## config.mk

```make
export PLATFORM = sky130hd
export DESIGN_NAME = watch_digit_counter_flat
export DESIGN_NICKNAME = d
export VERILOG_FILES = /design/src/rtl/watch_digit_if.sv /design/src/rtl/watch_digit_counter.sv /design/src/flat_wrapper.sv
export SDC_FILE = /design/constraint.sdc
export NUM_CORES = 1
export LEC_CHECK = 0
export CORE_AREA = 2 2 39 41
export DETAILED_ROUTE_END_ITERATION = 10
export DIE_AREA = 0 0 41 43
export GPL_ROUTABILITY_DRIVEN = 1
export PLACE_DENSITY = 0.73
export SYNTH_ARGS = -nofsm -noshare
export SYNTH_HDL_FRONTEND = slang
export SYNTH_SLANG_ARGS = --single-unit
```

## constraint.sdc

```tcl
create_clock -name clk_i -period 2.7 [get_ports clk_i]
set_input_delay 0.405 -clock clk_i [delete_from_list [all_inputs] [get_ports clk_i]]
set_output_delay 0.405 -clock clk_i [all_outputs]
set_load 0.01 [all_outputs]
```

## src/rtl/watch_digit_if.sv

```systemverilog
// Control and status bundle for one watch digit counter.
// The master side drives strobes and load data; the slave side is the digit.
interface watch_digit_if #(
  parameter int WIDTH = 4
);
  logic             tick_i;
  logic [1:0]       mode_i;
  logic             inc_i;
  logic             dec_i;
  logic             load_i;
  logic [WIDTH-1:0] load_val_i;
  logic [WIDTH-1:0] count_o;
  logic             carry_o;
  logic             div_o;
  logic             err_o;

  modport master (
    output tick_i, mode_i, inc_i, dec_i,
    output load_i, load_val_i,
    input  count_o, carry_o, div_o, err_o
  );

  modport slave (
    input  tick_i, mode_i, inc_i, dec_i,
    input  load_i, load_val_i,
    output count_o, carry_o, div_o, err_o
  );
endinterface

```

## src/rtl/watch_digit_counter.sv

```systemverilog
// Modulo-N watch digit: strobe-enabled run, time-set adjust, load,
// one-cycle carry for cascading and the legacy divided square wave.
module watch_digit_counter #(
  parameter int WIDTH  = 4,
  parameter int MODULO = 10,
  parameter int INIT   = 0
) (
  input logic clk_i,
  input logic rst_i,
  watch_digit_if.slave dig
);
  localparam logic [1:0] MODE_HOLD = 2'b00;
  localparam logic [1:0] MODE_RUN  = 2'b01;
  localparam logic [1:0] MODE_SET  = 2'b10;

  localparam logic [WIDTH-1:0] LAST  = WIDTH'(MODULO - 1);
  localparam logic [WIDTH-1:0] HALF  = WIDTH'(MODULO / 2 - 1);
  localparam logic [WIDTH-1:0] RST_V = WIDTH'(INIT);

  logic [WIDTH-1:0] cnt_q, cnt_n;
  logic             carry_q, carry_n;
  logic             div_q, div_n;
  logic             err_q, err_n;

  logic load_ok;
  logic at_last;
  logic at_half;
  logic run_tick;
  logic set_step;

  // Widened compare so MODULO = 2^WIDTH never overflows.
  assign load_ok  = 32'(dig.load_val_i) < 32'(MODULO);
  assign at_last  = cnt_q == LAST;
  assign at_half  = cnt_q == HALF;
  assign run_tick = (dig.mode_i == MODE_RUN) && dig.tick_i;
  assign set_step = (dig.mode_i == MODE_SET)
                  && (dig.inc_i ^ dig.dec_i);

  always_comb begin
    cnt_n   = cnt_q;
    carry_n = 1'b0;
    div_n   = div_q;
    err_n   = 1'b0;
    if (dig.load_i) begin
      if (load_ok) begin
        cnt_n = dig.load_val_i;
      end else begin
        cnt_n = '0;
        err_n = 1'b1;
      end
    end else begin
      unique case (1'b1)
        run_tick: begin
          if (at_half || at_last)
            div_n = ~div_q;
          cnt_n   = at_last ? '0 : cnt_q + 1'b1;
          carry_n = at_last;
        end
        set_step: begin
          if (dig.inc_i)
            cnt_n = at_last ? '0 : cnt_q + 1'b1;
          else
            cnt_n = (cnt_q == '0) ? LAST : cnt_q - 1'b1;
        end
        default: ;
      endcase
    end
  end

  always_ff @(posedge clk_i or posedge rst_i) begin
    if (rst_i) begin
      cnt_q   <= RST_V;
      carry_q <= 1'b0;
      div_q   <= 1'b1;
      err_q   <= 1'b0;
    end else begin
      cnt_q   <= cnt_n;
      carry_q <= carry_n;
      div_q   <= div_n;
      err_q   <= err_n;
    end
  end

  assign dig.count_o = cnt_q;
  assign dig.carry_o = carry_q;
  assign dig.div_o   = div_q;
  assign dig.err_o   = err_q;

  logic unused_hold;
  assign unused_hold = (MODE_HOLD == 2'b00);
endmodule

```

## src/flat_wrapper.sv

```systemverilog
// flat-port wrapper written by rule: the top's interface ports become plain ports
module watch_digit_counter_flat 
#(
  parameter int WIDTH  = 4,
  parameter int MODULO = 10,
  parameter int INIT   = 0
)
  (clk_i, rst_i, dig_tick_i, dig_mode_i, dig_inc_i, dig_dec_i, dig_load_i, dig_load_val_i, dig_count_o, dig_carry_o, dig_div_o, dig_err_o);
  watch_digit_if #(.WIDTH(WIDTH)) dig_i ();
  input logic clk_i;
  input logic rst_i;
  input wire logic [$bits(dig_i.tick_i)-1:0] dig_tick_i;
  input wire logic [$bits(dig_i.mode_i)-1:0] dig_mode_i;
  input wire logic [$bits(dig_i.inc_i)-1:0] dig_inc_i;
  input wire logic [$bits(dig_i.dec_i)-1:0] dig_dec_i;
  input wire logic [$bits(dig_i.load_i)-1:0] dig_load_i;
  input wire logic [$bits(dig_i.load_val_i)-1:0] dig_load_val_i;
  output wire logic [$bits(dig_i.count_o)-1:0] dig_count_o;
  output wire logic [$bits(dig_i.carry_o)-1:0] dig_carry_o;
  output wire logic [$bits(dig_i.div_o)-1:0] dig_div_o;
  output wire logic [$bits(dig_i.err_o)-1:0] dig_err_o;
  assign dig_i.tick_i = dig_tick_i;
  assign dig_i.mode_i = dig_mode_i;
  assign dig_i.inc_i = dig_inc_i;
  assign dig_i.dec_i = dig_dec_i;
  assign dig_i.load_i = dig_load_i;
  assign dig_i.load_val_i = dig_load_val_i;
  assign dig_count_o = dig_i.count_o;
  assign dig_carry_o = dig_i.carry_o;
  assign dig_div_o = dig_i.div_o;
  assign dig_err_o = dig_i.err_o;
  watch_digit_counter #(.WIDTH(WIDTH), .MODULO(MODULO), .INIT(INIT)) u_core (.clk_i(clk_i), .rst_i(rst_i), .dig(dig_i));
endmodule
```

## After elaboration in Yosys (flattened, before gate mapping)

Index checks and enable logic that the tools add are counted.
W data, S select, Z words.

- Add/sub/neg operators: 2
- Magnitude comparators: 1
- Equal/unequal tests: 4
- Mux-type cells: 10
- Bitwise gates (word level): 3
- Reduce and logical (&&, ||, !) cells: 6

Operator list:

| cell | count |
|---|---|
| $mux W4 | 5 |
| $pmux W4 S2 | 1 |
| $add A4 B1 Y4 const B | 1 |
| $eq A4 B3 Y1 const B | 1 |
| $eq A4 B4 Y1 const B | 1 |
| $logic_not A4 Y1 | 1 |
| $lt A4 B4 Y1 const B | 1 |
| $mux W1 | 4 |
| $sub A4 B1 Y4 const B | 1 |
| $reduce_and A3 Y1 | 1 |
| $reduce_bool A3 Y1 | 1 |
| $eq A2 B1 Y1 const B | 1 |
| $eq A2 B2 Y1 const B | 1 |
| $logic_and A1 B1 Y1 | 2 |
| $not A1 Y1 | 2 |
| $logic_or A1 B1 Y1 | 1 |
| $xor A1 B1 Y1 | 1 |

- Bits in registers: 7
- Input bits: 12
- Output and inout port bits: 7
- Word-level logic and storage cells: 30

## Longest topological paths before layout

- Depth after elaboration: 5
- Gate-level depth with buffers: 6
- Mapped depth without buffers: 5

## Least setup slack after synthesis

OpenSTA, ideal clock, no wires.

- Path type: in2reg
- Start point: in dig_inc_i
- End point: reg u_core.cnt_q[3], in the netlist u_core.dig.count_o[3]
- Arrival: 1.272 ns
- Setup slack: 1.303 ns
- Stages on the path: 6
- Path buffers: 1
- Cells stage by stage: and4bb_1 > buf_6 > and2_4 > o21ai_2 > a31oi_1 > or2_1

- Cells in the longest elaborated chain, start to end: 4
- Elaborated cells between the ends (all ways): 6
- Those cells by class: 3 x mux; 1 x bitwise; 2 x reduce/logical

RTL lines:

| what | RTL line | source |
|---|---|---|
| from (decl) | flat_wrapper.sv:14 | `input wire logic [$bits(dig_i.inc_i)-1:0] dig_inc_i;` |
| $xor A1 B1 Y1 | watch_digit_counter.sv:37 | `&& (dig.inc_i ^ dig.dec_i);` |
| $logic_and A1 B1 Y1 | watch_digit_counter.sv:37 |  |
| $pmux W4 S2 | watch_digit_counter.sv:52 | `unique case (1'b1)` |
| $mux W4 | watch_digit_counter.sv:44 | `if (dig.load_i) begin` |
| to (signal assigned) | watch_digit_counter.sv:77 | `cnt_q <= cnt_n;` |
| to (decl) | watch_digit_counter.sv:20 | `logic [WIDTH-1:0] cnt_q, cnt_n;` |

Several ways; a longest one is shown, not always the timed one.
A chain may end at the register's enable or synchronous reset.

## Worst setup path in the final report

- Start point: reg u_core.cnt_q[2], in the netlist u_core.dig.count_o[2]
- End point: out dig_count_o[2]

RTL lines:

| what | RTL line | source |
|---|---|---|
| to (decl) | flat_wrapper.sv:18 | `output wire logic [$bits(dig_i.count_o)-1:0] dig_count_o;` |

No word-level cell between the ends.

==> run metrics <==
Core Box Area around 1400 µm²; Final setup viols 0; Final Cycle Share 0.7011; CTS tree built; end-of-flow core utilization 0.5326; vias per cell roughly 5.5; Fillers about 140; 1st-pass router iterations 4; Total Power between 0.0004 and 0.0005 W; internal power approximately 0.00027 W; Worst-path clk slew roughly 0.05 ns; combinational share of power 0.367; Syn Inst Count 65; Post-Route Skew about 0.0055 ns; worst slew pin tran ~0.5 ns; Worst Path Required between 2 and 2.5 ns; Root Buffer clkbuf_4; cell family with most CP delay buffers and inverters; Hold Crit Class in2async; sequential fraction of design power 0.407; number of port buffers 18; Clock Tree Buf Depth 2; Yosys warning count 0; first-pass GRT wire length 1.925 mm; critical path peak fanout 14; final RePlAce weighted congestion 0.8446; WP buf/inv 1; RSZ-0062 raised after global routing no; clock share of power 0.226; Max VDD drop roughly 0.22 mV; Leak Pwr ~0.29 nW; grt ovf 0; power per cell area 566.2 nW/µm²; Final Hold Fails 0; Yosys top cell area share 0.2804; initial antenna violation count 0; CTS Buf Count 3; Seq/Total Area, Yosys 0.3294; ANT nets after route 0; cts hold-fix bufs 0; TNS Setup 0 ns; row count 14; largest net degree at the start of global routing 15; Layout area overhead 37.62%; Final WS setup 0.8070 ns; post-CTS setup buffers 0; Starting Density 0.3870; Critical Path Start Type flip-flop; slew margin rel. 0.6586; Die Footprint approximately 1800 µm²; IO Pins 19; P_sw approximately 0.00014 W; Yosys reg bits 7; commonest cells in the netlist nand2_1, dfrtp_1, nor2_1; outcome finished clean; Die Ht about 43 µm; share of cells above drive strength 1 0.08434; EDFF count, synth 0; slowest CP cell clkdlybuf4s50_1; critical path arrival 1.49 ns; total track usage 0.1587; CP Cell Sequence clkdlybuf4s50_1; Synth Net Count 77; number of diodes 0; synthesized cell area ~540 µm²; switching share of total power 0.3453; crit path launch u_core.dig.count_o[2]; ranking of synthesized cells by area dfrtp_1, nand2_1, dfstp_2, xor2_1, o21ai_0; most frequent cell after synthesis nand2_1; post-synthesis cell type count 33; Cell Count Post-Placement 95; Worst Setup End Kind output pin; post_cts resized 0; number of max-slew violations in the final report 0; FF+latch area between 150 and 200 µm²; CP max stage delay 0.62 ns; WS Path Type reg2out; Final Critical Period 1.893 ns; Starting DRT DRC Count 22; Remaining DRCs 0; vias 546; H-Tree Depth 1; fmax 528.3 MHz; worst skew pair latency roughly 0.25 ns; pre-CTS WS about 0.65 ns; Wirelength per Cell between 10 and 15 µm; Synth Flop Type dfrtp_1; final non-filler cell total 99; post-synthesis async set-or-reset flop share 1.000; vias in the first global route between 400 and 500; Routed WL ~1.2 mm; Yosys top cell by area dfrtp_1; area occupied by multi-input gates about 320 µm²; syn_area_per_cell 8.239 µm²; Final #Nets 96; Max Cap Viol 0; die width 41 µm; RR Startpoint u_core.dig.count_o[0]; Clock Sinks 7
==> kinds of logic after synthesis <==
| kind of cell | share of synthesized area |
|---|---|
| AOI/OAI and AO/OA | 0.2407 |
| buffers and inverters | 0.07475 |
| and+or+nand+nor | 0.2710 |
| xor gates and xnor gates | 0.06543 |
| DFF | 0.3294 |
| muxes | 0.01869 |
==> layer usage <==
metal	global-route usage	part of all wire
met5	0	0
met4	0.08000	0.025
met3	0.03141	0.076
met2	0.2469	0.48
met1	0.1974	0.42
==> final timing paths <==
kind	end	slack (ns)	depth (start not counted)
min reg2reg	u_core.dig.div_o	0.52	1
max in group asynchronous	u_core.dig.div_o	2.06	2
min	u_core.dig.carry_o	0.37	2
max reg2reg	u_core.dig.count_o[2]	1.28	4
min in group clk_i	u_core.dig.div_o	0.52	1
max	dig_count_o[2]	0.81	1
==> power by group through the flow <==
stage               clock network [W]  logic [W]  registers, W
floorplan                           0  0.0000926      0.000159
global placement                    0   0.000150      0.000171
detailed placement                  0   0.000151      0.000172
CTS                         0.0000969   0.000154      0.000170
global route                 0.000103   0.000169      0.000176
finish                      0.0000943   0.000153      0.000170
==> metrics by stage <==
stage	hold WS [ns]	area, µm²
floorplan	0.2077	535.5
global placement	0.5126	710.7
detailed placement	0.5166	710.7
CTS	0.3884	737.0
global route	0.4103	737.0
finish	0.3733	737.0
==> layout make-up <==
class,instances,area share
multi-input combinational,50,0.4329
timing repair buffer,18,0.2445
sequential,7,0.2394
clock buffer,4,0.03565
tap,16,0.02716
inverter,4,0.02037
==> registers in the layout (all words and copies together) (netlist names) <==
signal              cells
u_core.dig.div_o        1
u_core.dig.carry_o      1
u_core.dig.err_o        1
u_core.dig.count_o      4
==> cells in the final DEF (no fill, tap or decap), drive strengths merged, types with 2 or more instances in the layout <==
cell,netlist,routed
clkbuf,1,4
o21ai,6,6
nand3b,2,2
inv,4,4
dfrtp,6,6
a31oi,3,3
a21oi,2,2
o221ai,2,2
nand2,8,8
xor2,3,3
nor3,2,2
nor4,2,2
clkdlybuf4s50,0,18
nor2,5,5
No activity file was read; power rests on OpenSTA's default activity.
